File: src/rtl/ctrl_pkg.sv
// Shared definitions for the multicycle controller: state encoding, opcode
// constants, opcode classes, datapath mux select constants and the bundle of
// control outputs decoded from the state register.
package ctrl_pkg;

  // FSM states; the numeric value is also exported on the debug state port.
  typedef enum logic [3:0] {
    FETCH    = 4'd0,
    DECODE   = 4'd1,
    EXEC_R   = 4'd2,
    EXEC_I   = 4'd3,
    ALU_WB   = 4'd4,
    MEM_ADDR = 4'd5,
    MEM_RD   = 4'd6,
    MEM_WB   = 4'd7,
    MEM_WR   = 4'd8,
    BRANCH   = 4'd9,
    JUMP     = 4'd10,
    ILLEGAL  = 4'd11,
    HALT     = 4'd12
  } state_e;

  // Opcode classes latched in DECODE.
  typedef enum logic [2:0] {
    CLS_R    = 3'd0,
    CLS_I    = 3'd1,
    CLS_BEQ  = 3'd2,
    CLS_LW   = 3'd3,
    CLS_SW   = 3'd4,
    CLS_J    = 3'd5,
    CLS_ILL  = 3'd6,
    CLS_HALT = 3'd7
  } opclass_e;

  // Exact opcodes; R-type is 000xxx and I-type is 001xxx.
  localparam logic [5:0] OP_BEQ  = 6'b010000;
  localparam logic [5:0] OP_LW   = 6'b011000;
  localparam logic [5:0] OP_SW   = 6'b011001;
  localparam logic [5:0] OP_J    = 6'b100000;
  localparam logic [5:0] OP_HALT = 6'b111111;

  // ALUSrcB selects.
  localparam logic [1:0] ALUB_REG = 2'd0;
  localparam logic [1:0] ALUB_ONE = 2'd1;
  localparam logic [1:0] ALUB_IMM = 2'd2;

  // PCSrc selects.
  localparam logic [1:0] PCSRC_ALU = 2'd0;
  localparam logic [1:0] PCSRC_BR  = 2'd1;
  localparam logic [1:0] PCSRC_JMP = 2'd2;

  // Control outputs produced for the datapath in a given state.
  typedef struct packed {
    logic       select_ins;
    logic       ir_write;
    logic       pc_write;
    logic       beq;
    logic [1:0] pc_src;
    logic       reg_write;
    logic       reg_dst;
    logic       alu_src_a;
    logic [1:0] alu_src_b;
    logic       mem_write;
    logic       mem_to_reg;
    logic       illegal;
  } ctrl_t;

endpackage

File: src/rtl/multicycle_control_if.sv
// Controller <-> datapath bundle: opcode from the IR toward the controller,
// control strobes/selects and debug state back toward the datapath.
// master = controller side, slave = datapath side.
interface multicycle_control_if;
  logic [5:0] opcode;
  logic       SelectIns;
  logic       IRWrite;
  logic       PCWrite;
  logic       BEQ;
  logic [1:0] PCSrc;
  logic       RegWrite;
  logic       RegDst;
  logic       ALUSrcA;
  logic [1:0] ALUSrcB;
  logic       MemWrite;
  logic       MemtoReg;
  logic       illegal;
  logic [3:0] state;

  modport master (
    input  opcode,
    output SelectIns, IRWrite, PCWrite, BEQ, PCSrc, RegWrite, RegDst,
           ALUSrcA, ALUSrcB, MemWrite, MemtoReg, illegal, state
  );

  modport slave (
    output opcode,
    input  SelectIns, IRWrite, PCWrite, BEQ, PCSrc, RegWrite, RegDst,
           ALUSrcA, ALUSrcB, MemWrite, MemtoReg, illegal, state
  );
endinterface

File: src/rtl/opcode_class_decode.sv
// Combinational opcode -> opcode class decoder.
// Ports: opcode_i (6-bit IR opcode), class_o (opclass_e).
// Build option MULTICYCLE_CTRL_HALT_EN: 111111 decodes to HALT instead of illegal.
module opcode_class_decode
  import ctrl_pkg::*;
(
  input  logic [5:0] opcode_i,
  output opclass_e   class_o
);

  always_comb begin
    class_o = CLS_ILL;
    casez (opcode_i)
      6'b000???: class_o = CLS_R;
      6'b001???: class_o = CLS_I;
      OP_BEQ:    class_o = CLS_BEQ;
      OP_LW:     class_o = CLS_LW;
      OP_SW:     class_o = CLS_SW;
      OP_J:      class_o = CLS_J;
`ifdef MULTICYCLE_CTRL_HALT_EN
      OP_HALT:   class_o = CLS_HALT;
`endif
      default:   class_o = CLS_ILL;
    endcase
  end

endmodule

File: src/rtl/multicycle_control.sv
// Moore FSM controller for a multicycle datapath.
// Ports: clk, reset (sync, active-high), bus (multicycle_control_if.master:
//   opcode in; control strobes/selects, illegal pulse and debug state out).
// Build option MULTICYCLE_CTRL_HALT_EN enables the HALT state for opcode 111111.
module multicycle_control
  import ctrl_pkg::*;
(
  input logic                 clk,
  input logic                 reset,
  multicycle_control_if.master bus
);

  state_e   state_q, state_d;
  opclass_e class_q, class_d;
  opclass_e dec_class;
  // Set by reset; keeps the FSM parked in FETCH with all outputs quiet until
  // the first edge that samples reset low, so a reset never leaves a write.
  logic     hold_q;
  ctrl_t    ctrl;

  opcode_class_decode u_dec (
    .opcode_i (bus.opcode),
    .class_o  (dec_class)
  );

  always_ff @(posedge clk) begin
    if (reset) begin
      state_q <= FETCH;
      class_q <= CLS_R;
      hold_q  <= 1'b1;
    end else begin
      state_q <= state_d;
      class_q <= class_d;
      hold_q  <= 1'b0;
    end
  end

  // Next state. The opcode port is only looked at in DECODE; later states
  // steer on the latched class.
  always_comb begin
    state_d = state_q;
    class_d = class_q;
    if (!hold_q) begin
      case (state_q)
        FETCH:  state_d = DECODE;
        DECODE: begin
          class_d = dec_class;
          case (dec_class)
            CLS_R:    state_d = EXEC_R;
            CLS_I:    state_d = EXEC_I;
            CLS_LW,
            CLS_SW:   state_d = MEM_ADDR;
            CLS_BEQ:  state_d = BRANCH;
            CLS_J:    state_d = JUMP;
            CLS_HALT: state_d = HALT;
            default:  state_d = ILLEGAL;
          endcase
        end
        EXEC_R,
        EXEC_I:   state_d = ALU_WB;
        MEM_ADDR: state_d = (class_q == CLS_SW) ? MEM_WR : MEM_RD;
        MEM_RD:   state_d = MEM_WB;
        HALT:     state_d = HALT;
        default:  state_d = FETCH;
      endcase
    end
  end

  // Moore outputs from state_q/class_q only.
  always_comb begin
    ctrl = '0;
    if (!hold_q) begin
      case (state_q)
        FETCH: begin
          ctrl.select_ins = 1'b1;
          ctrl.ir_write   = 1'b1;
          ctrl.pc_write   = 1'b1;
          ctrl.alu_src_a  = 1'b0;
          ctrl.alu_src_b  = ALUB_ONE;
          ctrl.pc_src     = PCSRC_ALU;
        end
        EXEC_R: begin
          ctrl.alu_src_a = 1'b1;
          ctrl.alu_src_b = ALUB_REG;
        end
        EXEC_I: begin
          ctrl.alu_src_a = 1'b1;
          ctrl.alu_src_b = ALUB_IMM;
        end
        ALU_WB: begin
          // Keep the ALU operands of the execute step stable during write-back.
          ctrl.reg_write = 1'b1;
          ctrl.alu_src_a = 1'b1;
          if (class_q == CLS_I) begin
            ctrl.reg_dst   = 1'b0;
            ctrl.alu_src_b = ALUB_IMM;
          end else begin
            ctrl.reg_dst   = 1'b1;
            ctrl.alu_src_b = ALUB_REG;
          end
        end
        MEM_ADDR: begin
          ctrl.alu_src_a = 1'b1;
          ctrl.alu_src_b = ALUB_IMM;
        end
        // MEM_RD: the address sits in the ALU output register; nothing driven.
        MEM_WB: begin
          ctrl.reg_write  = 1'b1;
          ctrl.mem_to_reg = 1'b1;
          ctrl.reg_dst    = 1'b0;
        end
        MEM_WR:  ctrl.mem_write = 1'b1;
        BRANCH: begin
          ctrl.beq       = 1'b1;
          ctrl.pc_src    = PCSRC_BR;
          ctrl.alu_src_a = 1'b1;
          ctrl.alu_src_b = ALUB_REG;
        end
        JUMP: begin
          ctrl.pc_write = 1'b1;
          ctrl.pc_src   = PCSRC_JMP;
        end
        ILLEGAL: ctrl.illegal = 1'b1;
        default: ctrl = '0;
      endcase
    end
  end

  assign bus.SelectIns = ctrl.select_ins;
  assign bus.IRWrite   = ctrl.ir_write;
  assign bus.PCWrite   = ctrl.pc_write;
  assign bus.BEQ       = ctrl.beq;
  assign bus.PCSrc     = ctrl.pc_src;
  assign bus.RegWrite  = ctrl.reg_write;
  assign bus.RegDst    = ctrl.reg_dst;
  assign bus.ALUSrcA   = ctrl.alu_src_a;
  assign bus.ALUSrcB   = ctrl.alu_src_b;
  assign bus.MemWrite  = ctrl.mem_write;
  assign bus.MemtoReg  = ctrl.mem_to_reg;
  assign bus.illegal   = ctrl.illegal;
  assign bus.state     = state_q;

endmodule

File: src/flat_wrapper.sv
// flat-port wrapper written by rule: the top's interface ports become plain ports
module multicycle_control_flat import ctrl_pkg::*;
  (clk, reset, bus_opcode, bus_SelectIns, bus_IRWrite, bus_PCWrite, bus_BEQ, bus_PCSrc, bus_RegWrite, bus_RegDst, bus_ALUSrcA, bus_ALUSrcB, bus_MemWrite, bus_MemtoReg, bus_illegal, bus_state);
  multicycle_control_if bus_i ();
  input logic clk;
  input logic reset;
  input wire logic [$bits(bus_i.opcode)-1:0] bus_opcode;
  output wire logic [$bits(bus_i.SelectIns)-1:0] bus_SelectIns;
  output wire logic [$bits(bus_i.IRWrite)-1:0] bus_IRWrite;
  output wire logic [$bits(bus_i.PCWrite)-1:0] bus_PCWrite;
  output wire logic [$bits(bus_i.BEQ)-1:0] bus_BEQ;
  output wire logic [$bits(bus_i.PCSrc)-1:0] bus_PCSrc;
  output wire logic [$bits(bus_i.RegWrite)-1:0] bus_RegWrite;
  output wire logic [$bits(bus_i.RegDst)-1:0] bus_RegDst;
  output wire logic [$bits(bus_i.ALUSrcA)-1:0] bus_ALUSrcA;
  output wire logic [$bits(bus_i.ALUSrcB)-1:0] bus_ALUSrcB;
  output wire logic [$bits(bus_i.MemWrite)-1:0] bus_MemWrite;
  output wire logic [$bits(bus_i.MemtoReg)-1:0] bus_MemtoReg;
  output wire logic [$bits(bus_i.illegal)-1:0] bus_illegal;
  output wire logic [$bits(bus_i.state)-1:0] bus_state;
  assign bus_i.opcode = bus_opcode;
  assign bus_SelectIns = bus_i.SelectIns;
  assign bus_IRWrite = bus_i.IRWrite;
  assign bus_PCWrite = bus_i.PCWrite;
  assign bus_BEQ = bus_i.BEQ;
  assign bus_PCSrc = bus_i.PCSrc;
  assign bus_RegWrite = bus_i.RegWrite;
  assign bus_RegDst = bus_i.RegDst;
  assign bus_ALUSrcA = bus_i.ALUSrcA;
  assign bus_ALUSrcB = bus_i.ALUSrcB;
  assign bus_MemWrite = bus_i.MemWrite;
  assign bus_MemtoReg = bus_i.MemtoReg;
  assign bus_illegal = bus_i.illegal;
  assign bus_state = bus_i.state;
  multicycle_control u_core (.clk(clk), .reset(reset), .bus(bus_i));
endmodule
File: config.mk
export PLATFORM = sky130hd
export DESIGN_NAME = multicycle_control_flat
export DESIGN_NICKNAME = d
export VERILOG_FILES = /design/src/rtl/ctrl_pkg.sv /design/src/rtl/multicycle_control_if.sv /design/src/rtl/opcode_class_decode.sv /design/src/rtl/multicycle_control.sv /design/src/flat_wrapper.sv
export SDC_FILE = /design/constraint.sdc
export NUM_CORES = 1
export LEC_CHECK = 0
export BUFFER_PORTS_ARGS = -buffer_cell sky130_fd_sc_hd__buf_2
export CAP_MARGIN = 25
export CORE_MARGIN = 10
export CORE_UTILIZATION = 43
export CTS_CLUSTER_DIAMETER = 100
export DETAILED_ROUTE_END_ITERATION = 6
export PLACE_DENSITY = 0.74
export SYNTH_ARGS = -nofsm -noshare
export SYNTH_HDL_FRONTEND = slang
export SYNTH_SLANG_ARGS = --single-unit
File: constraint.sdc
create_clock -name clk -period 1.5 [get_ports clk]
set_clock_uncertainty 0.05 [all_clocks]
set_input_delay 0.3 -clock clk [delete_from_list [all_inputs] [get_ports clk]]
set_output_delay 0.3 -clock clk [all_outputs]
set_load 0.02 [all_outputs]
==> impl_metrics.env, run 1 <==
export IMPL_synth_ff_type="dfxtp_1"
export IMPL_yosys_area_top_type="dfxtp_1"
export IMPL_htree_levels=1
export IMPL_die_y_um=60.7
export IMPL_synth_area_leaders="dfxtp_1 22%, a21oi_1 6.3%, nor2_1 5.8%"
export IMPL_yosys_warnings=0
export IMPL_synthMuxAreaShare_pct=0
export IMPL_dp_hpwl_mm=1.90
export IMPL_ios=26
export IMPL_worst_ep_kind="top-level output"
export IMPL_haltStage="5_1_grt"
export IMPL_dieWidth_um=60.7
export IMPL_synthXorXnorAreaFrac_pct=1.23
export IMPL_rows=14
export IMPL_yosys_area_share_adder_pct=0
export IMPL_cts_sinks=8
export IMPL_port_buffers=25
export IMPL_cts_buffers=3
export IMPL_syn_nets=105
export IMPL_crit_endpoint="bus_ALUSrcA"
export IMPL_clockBufferDepth=2
export IMPL_gp_congestion=0.893
export IMPL_synth_most_common_cell="nor2_1"
export IMPL_netlist_area_um2=713
export IMPL_start_util_pct=46.3
export IMPL_dp_cells=149
export IMPL_yosysUniqueCellTypes=41
export IMPL_grt_antenna_before_repair=0
export IMPL_yosysSeqAreaShare_pct=22.5
export IMPL_synthSimpleGateAreaFrac_pct=38.9
export IMPL_avgSynthCellArea_um2=7.35
export IMPL_synth_edf_count=0
export IMPL_synth_compound_area_share_pct=28.2
export IMPL_cts_root_buf="clkbuf_4"
export IMPL_synth_common_cells="11 x nor2_1, 9 x a21oi_1, 8 x dfxtp_1"
export IMPL_synth_async_reset_ratio_pct=0
export IMPL_grt_max_degree=17
export IMPL_placed_cell_area_mm2=0.00105
export IMPL_syn_inst=97
export IMPL_yosysTopAreaCellShare_pct=22.5
export IMPL_synth_seq_cells=8
export IMPL_synth_top_family_by_area="simple AND/OR/NAND/NOR gates"
export IMPL_status="aborted with a tool error"
export IMPL_error_line="[ERROR DPL-0033] detailed placement checks failed during check placement."
==> stage by stage <==
| step | worst slack, ns | hold WS (ns) |
|---|---|---|
| CTS | -0.240 | 0.213 |
| global placement | -0.0392 | 0.447 |
| detailed placement | -0.0986 | 0.448 |
| floorplan | -0.183 | 0.278 |
==> kinds of logic after synthesis <==
group                     after synthesis
and+or+nand+nor                        46
AOI/OAI and AO/OA                      30
buffers and inverters                  12
DFF                                     8
xor gates and xnor gates                1
==> what timing repair did <==
action / CTS
resized for setup: 54
setup buffers: 13
setup endpoints to repair: 20
pin swaps: 18
hold buffers: 0
==> run 2, diff against run 1 <==
CORE_AREA = 10 10 71 73   (was default)
CORE_MARGIN = default   (was 10)
CORE_UTILIZATION = default   (was 43)
CTS_CLUSTER_DIAMETER = default   (was 100)
DIE_AREA = 0 0 81 83   (was default)
PLACE_DENSITY = default   (was 0.74)
PLACE_DENSITY_LB_ADDON = 0.15   (was default)
clock period = 2 ns   (was 1.5 ns; I/O delays follow)
==> run 2 against run 1 <==
Effect of this change:
- the flow now finishes without violations
- synthesized cell count stayed put
- area after synthesis stayed put
==> impl_metrics.env, run 2 <==
export IMPL_status="completed"
export IMPL_min_path_cells=1
export IMPL_synth_ff_type="dfxtp_1"
export IMPL_r2r_cells=5
export IMPL_fmax_mhz=527
export IMPL_tightest_slew_ns=0.469
export IMPL_drt_iter0_markers=80
export IMPL_synthMuxAreaShare_pct=0
export IMPL_postLayoutSetupSlackWorst_ns=0.102
export IMPL_crit_required_ns=1.55
export IMPL_clk_latency_ns=0.23
export IMPL_ant_nets=0
export IMPL_largest_reg_flops=4
export IMPL_synth_area_leaders="dfxtp_1 22%, a21oi_1 6.3%, nor2_1 5.8%"
export IMPL_gp_congestion=0.732
export IMPL_post_place_ws_ns=0.259
export IMPL_grt_setup_unrepaired="false"
export IMPL_ctsResizeCount=0
export IMPL_critPathKind="reg -> out"
export IMPL_peakVddDrop_mv=0.247
export IMPL_syn_inst=97
export IMPL_grt_pass1_vias=786
export IMPL_drc=0
export IMPL_nNetsFinal=133
export IMPL_vias=807
export IMPL_power_density_mw_per_mm2=556
export IMPL_p_leak_nw=0.392
export IMPL_synth_compound_area_share_pct=28.2
export IMPL_port_buffers=25
export IMPL_dr_pass1_iters=4
export IMPL_drive_above_1_share_pct=39.0
export IMPL_arrival_ns=1.45
export IMPL_avgSynthCellArea_um2=7.35
export IMPL_setup_violations=0
export IMPL_ios=26
export IMPL_clk_pin_slew_ns=0.04
export IMPL_placed_cell_area_um2=915
export IMPL_grt_overflow=0
export IMPL_synth_top_family_by_area="simple AND/OR/NAND/NOR gates"
export IMPL_netlist_area_um2=713
export IMPL_htree_levels=1
export IMPL_die_y_um=83
export IMPL_cts_sinks=8
export IMPL_synthXorXnorAreaFrac_pct=1.23
export IMPL_endpoint_kind="output port"
export IMPL_yosys_warnings=0
export IMPL_avgViaCountPerCell=4.72
export IMPL_yosys_area_top_type="dfxtp_1"
export IMPL_grt_usage_pct=6.79
export IMPL_synth_async_reset_ratio_pct=0
export IMPL_cts_buffers=3
export IMPL_crit_fanout=9
export IMPL_dieWidth_um=81
export IMPL_synth_most_common_cell="nor2_1"
export IMPL_post_cts_setup_buffers=0
export IMPL_startpoint_type="flip-flop"
export IMPL_holdBufCountCts=0
export IMPL_syn2layout_area_growth_pct=34.7
export IMPL_wl_per_cell_um=13.6
export IMPL_layout_commonest_cell="buf_2"
export IMPL_period_share_pct=94.9
export IMPL_synth_seq_cells=8
export IMPL_drv_cap=0
export IMPL_clockBufferDepth=2
export IMPL_grt_max_degree=13
export IMPL_finish_instance_area_um2=961
export IMPL_coreArea_mm2=0.00363
export IMPL_totalWireLength_mm=2.33
export IMPL_dp_cells=168
export IMPL_start_util_pct=19.6
export IMPL_cts_tree="yes"
export IMPL_r2r_end="u_core.bus.state[2]$_SDFFE_PP0N_"
export IMPL_hold_violations=0
export IMPL_synth_common_cells="11 x nor2_1, 9 x a21oi_1, 8 x dfxtp_1"
export IMPL_yosys_area_share_adder_pct=0
export IMPL_r2r_setup_slack_ns=0.38
export IMPL_min_from="reset"
export IMPL_yosysSeqAreaShare_pct=22.5
export IMPL_grt_pass1_wl_mm=3.81
export IMPL_rows=22
export IMPL_diodes=0
export IMPL_yosysTopAreaCellShare_pct=22.5
export IMPL_layout_common_cells="25 x buf_2, 11 x nor2_1, 9 x a21oi_1"
export IMPL_synth_edf_count=0
export IMPL_syn_nets=105
export IMPL_hold_path_class="in -> reg"
export IMPL_relSlewSlack_pct=68.3
export IMPL_reg2reg_from="u_core.bus.state[2]$_SDFFE_PP0N_"
export IMPL_min_to="u_core.hold_q$_DFF_P_"
export IMPL_grt_antenna_before_repair=0
export IMPL_maxSlewViolCount=0
export IMPL_yosysUniqueCellTypes=41
export IMPL_nFillCells=422
export IMPL_finalNonFillerCells=171
export IMPL_cts_root_buf="clkbuf_8"
export IMPL_dieArea_mm2=0.00672
export IMPL_dp_hpwl_mm=1.91
export IMPL_period_minus_slack_ns=1.90
export IMPL_synthSimpleGateAreaFrac_pct=38.9
run 2: layer usage:
metal | GRT usage (%) | wire length (µm) | part of all wire [%]
met5 | 0 | 0 | 0
met2 | 11.3 | 1190 | 51
met3 | 2.05 | 63 | 2.7
met1 | 8.37 | 1070 | 46
met4 | 1.10 | 0 | 0
run 2: final cells by class:
cell class | instances | area [µm²] | share of cell area [%]
tap | 48 | 60.1 | 6.25
multi-input combinational | 77 | 505 | 52.6
sequential | 8 | 165 | 17.2
clock buffer | 3 | 41.3 | 4.30
timing repair buffer | 32 | 178 | 18.5
inverter | 3 | 11.3 | 1.17
run 2: stage by stage:
stage                     hold WS [ns]  util [%]  power, W  setup TNS (ns)
after global routing             0.358      26.4  0.000568               0
after global placement           0.457      25.2  0.000342               0
after detailed placement         0.453      25.2  0.000340               0
after CTS                        0.351      26.3  0.000544               0
final                            0.353      26.4  0.000534               0
after floorplan                  0.378         -  0.000289        -0.00513
run 2: critical path, cell delays in order (launching register included):
cell and delay [ns]:
dfxtp_2 0.36, or3b_4 0.46, a211oi_2 0.22, buf_2 0.19
run 2: how the worst max path moves through the flow:
stage / start / to / slack [ns] / cells after the start
2_1_floorplan: u_core.bus.state[2]$_SDFFE_PP0N_ / bus_PCWrite / -0.005 / 4
3_3_place_gp: u_core.bus.state[2]$_SDFFE_PP0N_ / u_core.bus.state[2]$_SDFFE_PP0N_ / 0.14 / 5
3_5_place_dp: u_core.bus.state[2]$_SDFFE_PP0N_ / bus_ALUSrcA / 0.26 / 5
4_1_cts: u_core.bus.state[2]$_SDFFE_PP0N_ / bus_ALUSrcA / 0.008 / 5
5_1_grt: u_core.bus.state[1]$_SDFFE_PP0N_ / bus_ALUSrcA / 0.04 / 3
6_report: u_core.bus.state[1]$_SDFFE_PP0N_ / bus_ALUSrcA / 0.10 / 3
run 2: kinds of logic (layout without fill, tap and decap cells):
family / Yosys count / in the layout
AO/OA/AOI/OAI: 30 / 30
XOR/XNOR: 1 / 1
buffers and inverters: 12 / 38
flip-flops: 8 / 8
AND/OR/NAND/NOR: 46 / 46
run 2: report_power, final:
| part | leakage, nW | internal (W) | switching (W) | total (W) |
|---|---|---|---|---|
| Combinational | 0.303 | 0.0000614 | 0.0000934 | 0.000155 |
| Clock | 0.0216 | 0.000131 | 0.0000666 | 0.000197 |
| Sequential | 0.0673 | 0.000170 | 0.0000113 | 0.000182 |
Note: power is estimated with default switching activity, not from simulation.
==> run 3, diff against run 2 <==
BUFFER_PORTS_ARGS = default   (was -buffer_cell sky130_fd_sc_hd__buf_2)
DONT_BUFFER_PORTS = 1   (was default)
PLACE_DENSITY = 0.37   (was default)
PLACE_DENSITY_LB_ADDON = default   (was 0.15)
==> run 3 against run 2 <==
Effect of this change:
- critical path depth unchanged
- clock-buffer cell count unchanged
- setup slack worse by 0.0080 ns
- flip-flop and latch count unchanged
- critical path type unchanged
- largest cell class unchanged
- largest power group unchanged
==> impl_metrics.env, run 3 (same netlist as run 2, synthesis figures left out) <==
export IMPL_clockBufferDepth=2
export IMPL_clk_pin_slew_ns=0.04
export IMPL_coreArea_mm2=0.00363
export IMPL_post_place_ws_ns=0.270
export IMPL_grt_antenna_before_repair=0
export IMPL_drv_cap=0
export IMPL_min_path_cells=0
export IMPL_ios=26
export IMPL_grt_overflow=0
export IMPL_whs_ns=0.146
export IMPL_endpoint_kind="output port"
export IMPL_htree_levels=1
export IMPL_maxSlewViolCount=0
export IMPL_dieArea_mm2=0.00672
export IMPL_critPathKind="reg -> out"
export IMPL_crit_fanout=8
export IMPL_ctsResizeCount=0
export IMPL_gp_congestion=0.734
export IMPL_grt_pass1_vias=763
export IMPL_drc=0
export IMPL_startpoint_type="flip-flop"
export IMPL_layout_commonest_cell="buf_4"
export IMPL_setup_violations=0
export IMPL_finalNonFillerCells=159
export IMPL_relSlewSlack_pct=67.6
export IMPL_grt_usage_pct=6.66
export IMPL_postLayoutSetupSlackWorst_ns=0.0939
export IMPL_totalWireLength_mm=2.25
export IMPL_hold_violations=0
export IMPL_cts_tree="yes"
export IMPL_vias=783
export IMPL_grt_pass1_wl_mm=3.77
export IMPL_largest_reg_flops=4
export IMPL_ant_nets=0
export IMPL_power_density_mw_per_mm2=555
export IMPL_start_util_pct=19.6
export IMPL_wl_per_cell_um=14.1
export IMPL_grt_setup_unrepaired="false"
export IMPL_fmax_mhz=525
export IMPL_period_share_pct=95.3
export IMPL_tightest_slew_ns=0.479
export IMPL_dp_hpwl_mm=1.81
export IMPL_holdBufCountCts=0
export IMPL_r2r_cells=4
export IMPL_drt_iter0_markers=37
export IMPL_drive_above_1_share_pct=29.7
export IMPL_arrival_ns=1.46
export IMPL_hold_path_class="in -> reg"
export IMPL_placed_cell_area_um2=887
export IMPL_p_leak_nw=0.340
export IMPL_layout_common_cells="19 x buf_4, 11 x nor2_1, 9 x a21oi_1"
export IMPL_dr_pass1_iters=4
export IMPL_dp_cells=156
export IMPL_cts_sinks=8
export IMPL_dieWidth_um=81
export IMPL_finish_instance_area_um2=933
export IMPL_crit_required_ns=1.55
export IMPL_grt_max_degree=14
export IMPL_clk_latency_ns=0.23
export IMPL_nNetsFinal=121
export IMPL_diodes=0
export IMPL_post_cts_setup_buffers=0
export IMPL_peakVddDrop_mv=0.309
export IMPL_cts_buffers=3
export IMPL_die_y_um=83
export IMPL_port_buffers=0
export IMPL_syn2layout_area_growth_pct=30.9
export IMPL_rows=22
export IMPL_cts_root_buf="clkbuf_8"
export IMPL_avgViaCountPerCell=4.92
export IMPL_status="completed"
export IMPL_period_minus_slack_ns=1.91
[run 3: layout make-up]
cell class	count	area, µm²
fill	424	2700
multi-input combinational	77	505
sequential	8	161
timing repair buffer	20	154
tap	48	60.1
clock buffer	3	41.3
inverter	3	11.3
[run 3: metal layers]
metal,up-vias,GRT usage (%),routed length (µm)
li1,393,-,-
met1,368,7.92,941
met2,18,11.0,1150
met3,4,3.02,143
met4,0,0.469,12
met5,-,0,0
[run 3: report_power, final]
group | internal [W] | total, W | leakage, nW | switching [W]
registers | 0.000170 | 0.000183 | 0.0661 | 0.0000130
logic | 0.0000584 | 0.000139 | 0.252 | 0.0000809
clock network | 0.000131 | 0.000196 | 0.0216 | 0.0000656
total | 0.000359 | 0.000518 | 0.340 | 0.000159
[run 3: final timing paths]
path	from	end	slack (ns)
min reg2reg	u_core.class_q[0]$_SDFFE_PP0P_	u_core.class_q[0]$_SDFFE_PP0P_	0.46
max	u_core.bus.state[3]$_SDFFE_PP0N_	bus_PCWrite	0.09
min	reset	u_core.hold_q$_DFF_P_	0.15
max reg2reg	u_core.hold_q$_DFF_P_	u_core.bus.state[3]$_SDFFE_PP0N_	0.33
[run 3: stage by stage]
| stage | util (%) | total power, W | TNS, ns |
|---|---|---|---|
| floorplan | - | 0.000289 | -0.00513 |
| global placement | 24.4 | 0.000327 | 0 |
| detailed placement | 24.4 | 0.000325 | 0 |
| CTS | 25.6 | 0.000525 | 0 |
| global route | 25.7 | 0.000555 | 0 |
| finish | 25.7 | 0.000518 | 0 |
[run 3: worst max-delay path, stage by stage (launching register included)]
cell     delay [ns]
dfxtp_1        0.47
or2b_1         0.30
nor3_1         0.20
or2_1          0.26
==> run 4, diff against run 3 <==
clock period = 2.2 ns   (was 2 ns; I/O delays follow)
==> run 4 against run 3 <==
Effect of this change:
- setup slack gained 0.066 ns
- worst hold slack gained 0.046 ns
- clock power shrank 11%
- first-iteration DRC count grew 62%
- clock-buffer cell count is the same
- cell count shrank 1.3%
- via count shrank 3.7%
- final area shrank 2.7%
- core utilization shrank 0.69 points
- critical path type unchanged
- highest routed layer unchanged
==> impl_metrics.env, run 4 (same netlist as run 2, synthesis figures left out) <==
export IMPL_coreArea_mm2=0.00363
export IMPL_dr_pass1_iters=4
export IMPL_clk_latency_ns=0.23
export IMPL_gp_congestion=0.764
export IMPL_endpoint="bus_ALUSrcA"
export IMPL_power_density_mw_per_mm2=511
export IMPL_arrival_ns=1.55
export IMPL_dieArea_mm2=0.00672
export IMPL_crit_fanout=10
export IMPL_hold_path_class="in -> reg"
export IMPL_cts_tree="yes"
export IMPL_cts_buffers=3
export IMPL_hold_violations=0
export IMPL_dieWidth_um=81
export IMPL_cts_sinks=8
export IMPL_grt_antenna_before_repair=0
export IMPL_ctsResizeCount=0
export IMPL_crit_required_ns=1.71
export IMPL_port_buffers=0
export IMPL_drv_cap=0
export IMPL_post_place_ws_ns=0.371
export IMPL_dp_hpwl_mm=1.82
export IMPL_r2r_cells=5
export IMPL_grt_pass1_wl_mm=3.81
export IMPL_syn2layout_area_growth_pct=27.4
export IMPL_r2r_end="u_core.bus.state[2]$_SDFFE_PP0N_"
export IMPL_tightest_slew_ns=0.497
export IMPL_layout_common_cells="18 x buf_4, 11 x nor2_1, 9 x a21oi_1"
export IMPL_endpoint_kind="output port"
export IMPL_rows=22
export IMPL_p_leak_nw=0.327
export IMPL_setup_violations=0
export IMPL_post_cts_setup_buffers=0
export IMPL_drive_above_1_share_pct=26.6
export IMPL_wl_per_cell_um=14.6
export IMPL_nFillCells=424
export IMPL_peakVddDrop_mv=0.240
export IMPL_postLayoutSetupSlackWorst_ns=0.160
export IMPL_avgViaCountPerCell=4.80
export IMPL_holdBufCountCts=0
export IMPL_cts_root_buf="clkbuf_8"
export IMPL_period_minus_slack_ns=2.04
export IMPL_die_y_um=83
export IMPL_grt_overflow=0
export IMPL_grt_usage_pct=6.91
export IMPL_clockBufferDepth=2
export IMPL_setup_tns_ns=0
export IMPL_largest_reg_flops=4
export IMPL_r2r_setup_slack_ns=0.45
export IMPL_crit_path_start="u_core.bus.state[1]$_SDFFE_PP0N_"
export IMPL_ios=26
export IMPL_diodes=0
export IMPL_htree_levels=1
export IMPL_relSlewSlack_pct=66.4
export IMPL_totalWireLength_mm=2.30
export IMPL_grt_max_degree=17
export IMPL_whs_ns=0.193
export IMPL_status="completed"
export IMPL_maxSlewViolCount=0
export IMPL_grt_setup_unrepaired="false"
export IMPL_nNetsFinal=119
export IMPL_drc=0
export IMPL_grt_pass1_vias=733
export IMPL_vias=754
export IMPL_startpoint_type="flip-flop"
export IMPL_ant_nets=0
export IMPL_period_share_pct=92.7
export IMPL_fmax_mhz=490
export IMPL_start_util_pct=19.6
export IMPL_drt_iter0_markers=60
export IMPL_reg2reg_from="u_core.bus.state[2]$_SDFFE_PP0N_"
export IMPL_finalPower_w=0.000464
export IMPL_layout_commonest_cell="buf_4"
export IMPL_critPathKind="reg -> out"
export IMPL_clk_pin_slew_ns=0.04
## run 4: per-layer routing
metal	wire length (µm)	track usage [%]
met1	1110	8.96
met2	951	9.29
met3	198	3.56
met4	34	2.66
met5	0	0
## run 4: worst min path at each step
stage	from	endpoint	slack (ns)	cells after the start
6_report	reset	u_core.hold_q$_DFF_P_	0.19	0
5_1_grt	reset	u_core.hold_q$_DFF_P_	0.18	0
4_1_cts	reset	u_core.hold_q$_DFF_P_	0.18	0
3_5_place_dp	reset	u_core.hold_q$_DFF_P_	0.42	0
3_3_place_gp	reset	u_core.hold_q$_DFF_P_	0.42	0
2_1_floorplan	u_core.class_q[1]$_SDFFE_PP0P_	u_core.class_q[1]$_SDFFE_PP0P_	0.41	2
## run 4: metrics by stage
| stage | util, % | area, µm² | instances |
|---|---|---|---|
| 2_1_floorplan | - | 726 | 97 |
| 3_3_place_gp | 23.9 | 867 | 154 |
| 3_5_place_dp | 23.9 | 867 | 154 |
| 4_1_cts | 25.0 | 908 | 157 |
| 5_1_grt | 25.0 | 908 | 157 |
| 6_report | 25.0 | 908 | 157 |
## run 4: final cells by class
| class | instances | area [µm²] | share of cell area (%) |
|---|---|---|---|
| clock buffers | 3 | 41.3 | 4.55 |
| well taps | 48 | 60.1 | 6.61 |
| multi-input cells | 77 | 500 | 55.1 |
| flip-flops and latches | 8 | 160 | 17.6 |
| repair buffers | 18 | 135 | 14.9 |
| inverters | 3 | 11.3 | 1.24 |
## run 4: critical path: stages, from the launching register on
cell and delay [ns]:
dfxtp_1 0.40, or3b_4 0.48, a211oi_1 0.27, buf_4 0.18
## run 4: where the power goes
group,switching [W],internal [W],leakage (nW)
registers,0.0000114,0.000154,0.0656
clock network,0.0000569,0.000118,0.0216
logic,0.0000730,0.0000501,0.240
total,0.000141,0.000323,0.327
